**config.mk**
```make
export PLATFORM = sky130hd
export DESIGN_NAME = line_write_ctrl
export DESIGN_NICKNAME = d
export VERILOG_FILES = /design/src/rtl/line_write_ctrl.sv
export SDC_FILE = /design/constraint.sdc
export NUM_CORES = 1
export LEC_CHECK = 0
export BUFFER_PORTS_ARGS = -buffer_cell sky130_fd_sc_hd__buf_2
export CELL_PAD_IN_SITES_DETAIL_PLACEMENT = 2
export CELL_PAD_IN_SITES_GLOBAL_PLACEMENT = 2
export CORE_MARGIN = 5
export CORE_UTILIZATION = 24
export CTS_CLUSTER_SIZE = 25
export DETAILED_ROUTE_END_ITERATION = 8
export PLACE_DENSITY = 0.74
export SLEW_MARGIN = 20
export SYNTH_ARGS = -nofsm -noshare
export SYNTH_HDL_FRONTEND = slang
export SYNTH_SLANG_ARGS = --single-unit
export TNS_END_PERCENT = 100
```
**constraint.sdc**
```tcl
create_clock -name clk -period 2.98 [get_ports clk]
set_clock_uncertainty 0.1 [all_clocks]
set_input_delay 0.149 -clock clk [delete_from_list [all_inputs] [get_ports clk]]
set_output_delay 0.149 -clock clk [all_outputs]
set_load 0.005 [all_outputs]
```
**src/rtl/line_write_ctrl.sv**
```systemverilog
`default_nettype none
// ============================================================================
// Module   : line_write_ctrl
// Purpose  : Writes a valid/ready RGB line stream into a two-bank line memory
//            and announces each completed line to the read side.
// Revision : 1.0  initial release
// ============================================================================
module line_write_ctrl #(
    parameter int ADDR_BITS = 11
) (
    input  logic                 clk,
    input  logic                 rst,
    input  logic                 s_valid,
    output logic                 s_ready,
    input  logic [23:0]          s_data,
    input  logic                 s_sof,
    input  logic                 s_eol,
    output logic                 mem_wr,
    output logic [ADDR_BITS-1:0] mem_addr,
    output logic [23:0]          mem_data,
    output logic                 line_done,
    output logic                 line_bank,
    output logic [ADDR_BITS-1:0] line_len,
    output logic [15:0]          line_num,
    input  logic                 rd_release,
    output logic                 err_long,
    output logic                 err_sof
);

    localparam int c_col_bits = ADDR_BITS - 1;
    localparam logic [ADDR_BITS-1:0] c_line_pix = {1'b1, {c_col_bits{1'b0}}};

    typedef enum logic [1:0] {
        S_IDLE  = 2'd0,
        S_WRITE = 2'd1,
        S_WAIT  = 2'd2
    } state_t;

    state_t                 r_state, w_state_nx;
    logic                   r_ready;
    logic                   r_bank, w_bank_nx;
    logic [ADDR_BITS-1:0]   r_col, w_col_nx;
    logic [15:0]            r_line_cnt, w_cnt_nx;
    logic [1:0]             r_occ, w_occ_nx;

    logic                   r_mem_wr;
    logic [ADDR_BITS-1:0]   r_mem_addr;
    logic [23:0]            r_mem_data;
    logic                   r_line_done, r_line_bank;
    logic [ADDR_BITS-1:0]   r_line_len;
    logic [15:0]            r_line_num;
    logic                   r_err_long, r_err_sof;

    logic                   w_beat, w_line_beat, w_eol, w_rel, w_fits;
    logic [ADDR_BITS-1:0]   w_col, w_col_inc;
    logic [15:0]            w_num;

    // Outside a frame only a sof beat starts a line; other beats are dropped.
    assign w_beat      = s_valid && r_ready;
    assign w_line_beat = w_beat && ((r_state == S_WRITE) || s_sof);
    assign w_eol       = w_line_beat && s_eol;
    assign w_rel       = rd_release && (r_occ != 2'd0);
    assign w_col       = s_sof ? '0 : r_col;
    assign w_num       = s_sof ? 16'd0 : r_line_cnt;
    assign w_fits      = (w_col != c_line_pix);
    assign w_col_inc   = w_fits ? w_col + 1'b1 : w_col;

    always_comb begin
        w_state_nx = r_state;
        w_bank_nx  = r_bank;
        w_col_nx   = r_col;
        w_cnt_nx   = r_line_cnt;
        w_occ_nx   = r_occ + {1'b0, w_eol} - {1'b0, w_rel};
        if (w_line_beat) begin
            w_col_nx = w_col_inc;
            w_cnt_nx = w_num;
            if (s_eol) begin
                w_bank_nx = ~r_bank;
                w_col_nx  = '0;
                w_cnt_nx  = w_num + 16'd1;
            end
        end
        case (r_state)
            S_IDLE:  if (w_line_beat) w_state_nx = S_WRITE;
            S_WAIT:  if (w_rel) w_state_nx = S_WRITE;
            default: w_state_nx = r_state;
        endcase
        if (w_occ_nx == 2'd2) w_state_nx = S_WAIT;
    end

    always_ff @(posedge clk) begin
        if (rst) begin
            r_state     <= S_IDLE;
            r_ready     <= 1'b0;
            r_bank      <= 1'b0;
            r_col       <= '0;
            r_line_cnt  <= 16'd0;
            r_occ       <= 2'd0;
            r_mem_wr    <= 1'b0;
            r_mem_addr  <= '0;
            r_mem_data  <= 24'd0;
            r_line_done <= 1'b0;
            r_line_bank <= 1'b0;
            r_line_len  <= '0;
            r_line_num  <= 16'd0;
            r_err_long  <= 1'b0;
            r_err_sof   <= 1'b0;
        end else begin
            r_state     <= w_state_nx;
            r_ready     <= (w_state_nx != S_WAIT);
            r_bank      <= w_bank_nx;
            r_col       <= w_col_nx;
            r_line_cnt  <= w_cnt_nx;
            r_occ       <= w_occ_nx;
            r_mem_wr    <= w_line_beat && w_fits;
            if (w_line_beat && w_fits) begin
                r_mem_addr <= {r_bank, w_col[c_col_bits-1:0]};
                r_mem_data <= s_data;
            end
            r_line_done <= w_eol;
            if (w_eol) begin
                r_line_bank <= r_bank;
                r_line_len  <= w_col_inc;
                r_line_num  <= w_num;
            end
            if (w_line_beat && !w_fits) r_err_long <= 1'b1;
            if (w_line_beat && s_sof && (r_col != '0)) r_err_sof <= 1'b1;
        end
    end

    assign s_ready   = r_ready;
    assign mem_wr    = r_mem_wr;
    assign mem_addr  = r_mem_addr;
    assign mem_data  = r_mem_data;
    assign line_done = r_line_done;
    assign line_bank = r_line_bank;
    assign line_len  = r_line_len;
    assign line_num  = r_line_num;
    assign err_long  = r_err_long;
    assign err_sof   = r_err_sof;

endmodule
`default_nettype wire

```
==> run metrics <==
outcome=complete, no violations; worst setup path class=flip-flop to flip-flop; highest attainable clock frequency=between 0.4 and 0.5 GHz; later-pin clock latency in the skew report=approximately 350 ps; Setup WS post-layout=slightly above 500 ps; total standard cell area after synthesis=between 4000 and 5000 um^2; placement-stage worst setup slack=a little over 500 ps; largest driver fanout on the critical path=35; total core area=between 15000 and 20000 um^2; total routing usage reported by global routing=about 14%; startpoint of the most critical register-to-register path=r_col[1]; transition time of the tightest slew-check pin=around 840 ps; drt initial violations=about 110; main flop type after synthesis=dfxtp_1; type of element capturing the critical path=flip-flop; unrepaired setup endpoints after global routing=no; HPWL after DPL=roughly 9600 um; register-to-register path setup slack=approximately 510 ps; Synth Net Count=between 500 and 600; pins over their slew limit=0; number of search-and-repair iterations in the first detailed-routing pass=4; number of hold violations in the final report=0; Reg area=around 2000 um^2; number of cells on the worst hold path=3; final setup vio count=0; Yosys cell types=43; pwr/cell area=556 nW/um^2; num rows=between 40 and 50; Layout Area Growth over Synthesis=28.0%; post-synthesis cell type with the largest combined area=dfxtp_1; horizontal extent of the die=between 100 and 150 um; list of most frequent post-synthesis cells=nand2_1, dfxtp_1, a21oi_1; final-layout setup total negative slack=0 ps; Routed Antenna Nets=0; clock tree from TritonCTS=done; destination of the worst hold path=s_ready; Non-Filler Cell Area, Final=around 5300 um^2; share of cells above drive strength 1=roughly 20%; clock tree sinks=100; top cells by area in the synthesized netlist=dfxtp_1, nand2_1, a21oi_1; initial core utilization=about a quarter; via density per instance=approximately 4.7; cell count after synthesis=just over 500; global-route wire length before repair=approximately 23000 um; Setup crit start kind=flip-flop; number of synthesis warnings=0; clock buffer count from CTS=9; most repeated cell in the gate-level netlist after synthesis=nand2_1; cell area after placement=~4800 um^2; buffer depth of the longest clock path=2; CTS clk-pin slew, worst paths=about 70 ps; antenna violations before repair=0; instance count after placement with tap cells included=~800; multi-input logic area=1930 um^2; final weighted congestion of routability-driven global placement=0.802; final std cells w/o fill=between 800 and 900; worst-case headroom to the max-slew limit=43.8%; total of max-cap violations=0; average cell area after synthesis=approximately 8.2 um^2; Die Area=20000 um^2; DRT Wirelength=between 10000 and 15000 um; required time reported for the critical path endpoint=~3100 ps; maximum vdd drop=between 0.3 and 0.4 mV; standby leakage power=between 2 and 2.5 nW; hold path start=rd_release; Nets=around 650; average routed wire per standard cell=approximately 16 um; detailed-route via count=approximately 4000; register bit total from synthesis=100; maximum number of pins on one net before global-route repair=40; Post-synth EDFFs=0; Async S/R FF share, synth=0%; total global routing overflow=0; number of fill cells in the layout=slightly below 2000; Worst Hold Class=input pin to flip-flop; number of I/O pins=98; Final period util=82.9%; # H-tree levels=3; sequential cell area fraction in the yosys report=between 40% and 50%; chip height=141 um; Antenna diodes=0; DRC violations left=0; Root Buffer Master=clkbuf_16; arrival time worst endpoint=between 2000 and 3000 ps; time the worst path needs with I/O delays and setup=around 2500 ps; I/O Buffers=97; endpoint of the most critical register-to-register path=r_col[2]; via count of the first global-routing pass=about 4400; fraction of synthesized cell area taken by the top area cell type=around 48%; Post-Route Hold Slack=126 ps; number of cell instances on the worst register-to-register path=8
-- metal layers --
metal / track usage [%] / routed length, um / vias to the layer above
li1: - / - / 1929
met1: 16.2 / 5960 / 1913
met2: 25.7 / 6940 / 84
met3: 4.62 / 752 / 9
met4: 2.58 / 115 / 0
met5: 0 / 0 / -
-- per-stage QoR --
stage	power, mW	util [%]
3_3_place_gp	1.85	28.0
2_1_floorplan	1.73	-
4_1_cts	3.01	31.0
5_1_grt	3.13	31.0
3_5_place_dp	1.88	28.0
6_report	2.95	31.0
-- power breakdown --
part | switching [mW] | internal, mW
clock | 0.520 | 0.567
sequential | 0.0476 | 1.40
combinational | 0.265 | 0.151
total | 0.832 | 2.12
-- cell type report --
cell class	count	area share, %
flip-flops and latches	100	37.7
multi-input cells	364	36.5
repair buffers	128	14.7
well taps	225	5.31
clock buffers	10	4.32
inverters	11	0.778
clock inverters	6	0.755
-- placed cells by master, fill, tap and decap left out, types with 10 or more instances in the layout --
cell           netlist  layout
a21oi_1             63      63
inv_1               10      10
nand2_1            101     101
nor2b_1             11      11
nor3_1              14      14
xnor2_1             16      16
nand3_1             18      18
nor2_1              53      53
and3_1              13      13
dfxtp_1            100     100
buf_2                0      97
dlygate4sd3_1        0      24
-- flip-flops by register name (all words and copies together) (netlist names) --
register	cells
line_len	11
r_bank	1
err_sof	1
s_ready	1
mem_data	24
line_bank	1
r_line_cnt	16
mem_addr	11
r_state	2
err_long	1
mem_wr	1
r_col	11
line_num	16
line_done	1
r_occ	2
-- worst max-delay path by stage --
stage,startpoint,endpoint,cells after the start
after detailed placement,r_col[0],r_col[2],8
final,r_col[1],r_col[2],8
after global placement,r_col[2],r_col[2],5
after CTS,r_col[0],r_col[2],8
after floorplan,r_state[0],s_ready,11
after global routing,r_col[1],r_col[2],8
-- critical path, stage by stage (launching register included) --
cell	delay (ps)
dfxtp_1	400
nor2b_1	310
inv_1	80
ha_1	190
nand3b_1	80
or3_1	350
and2_4	460
nand3b_1	130
a311oi_1	260
-- logic make-up after synthesis --
logic type               after synthesis  share of synthesized area, %
AND/OR/NAND/NOR                      237                          26.3
multiplexers                           1                         0.241
XOR/XNOR                              25                          5.28
AO/OA/AOI/OAI                         96                          13.3
buffers and inverters                 43                          5.07
flip-flops                           100                          48.3
adder cells (fa/ha/maj)                5                          1.51
-- what timing repair did --
item,in CTS,in global routing
endpoints found under the hold margin,24,0
hold buffers,24,0
setup endpoints to repair,0,0
setup buffers,0,0
gates resized for setup,0,0
Power figures use the tool's default switching activity.
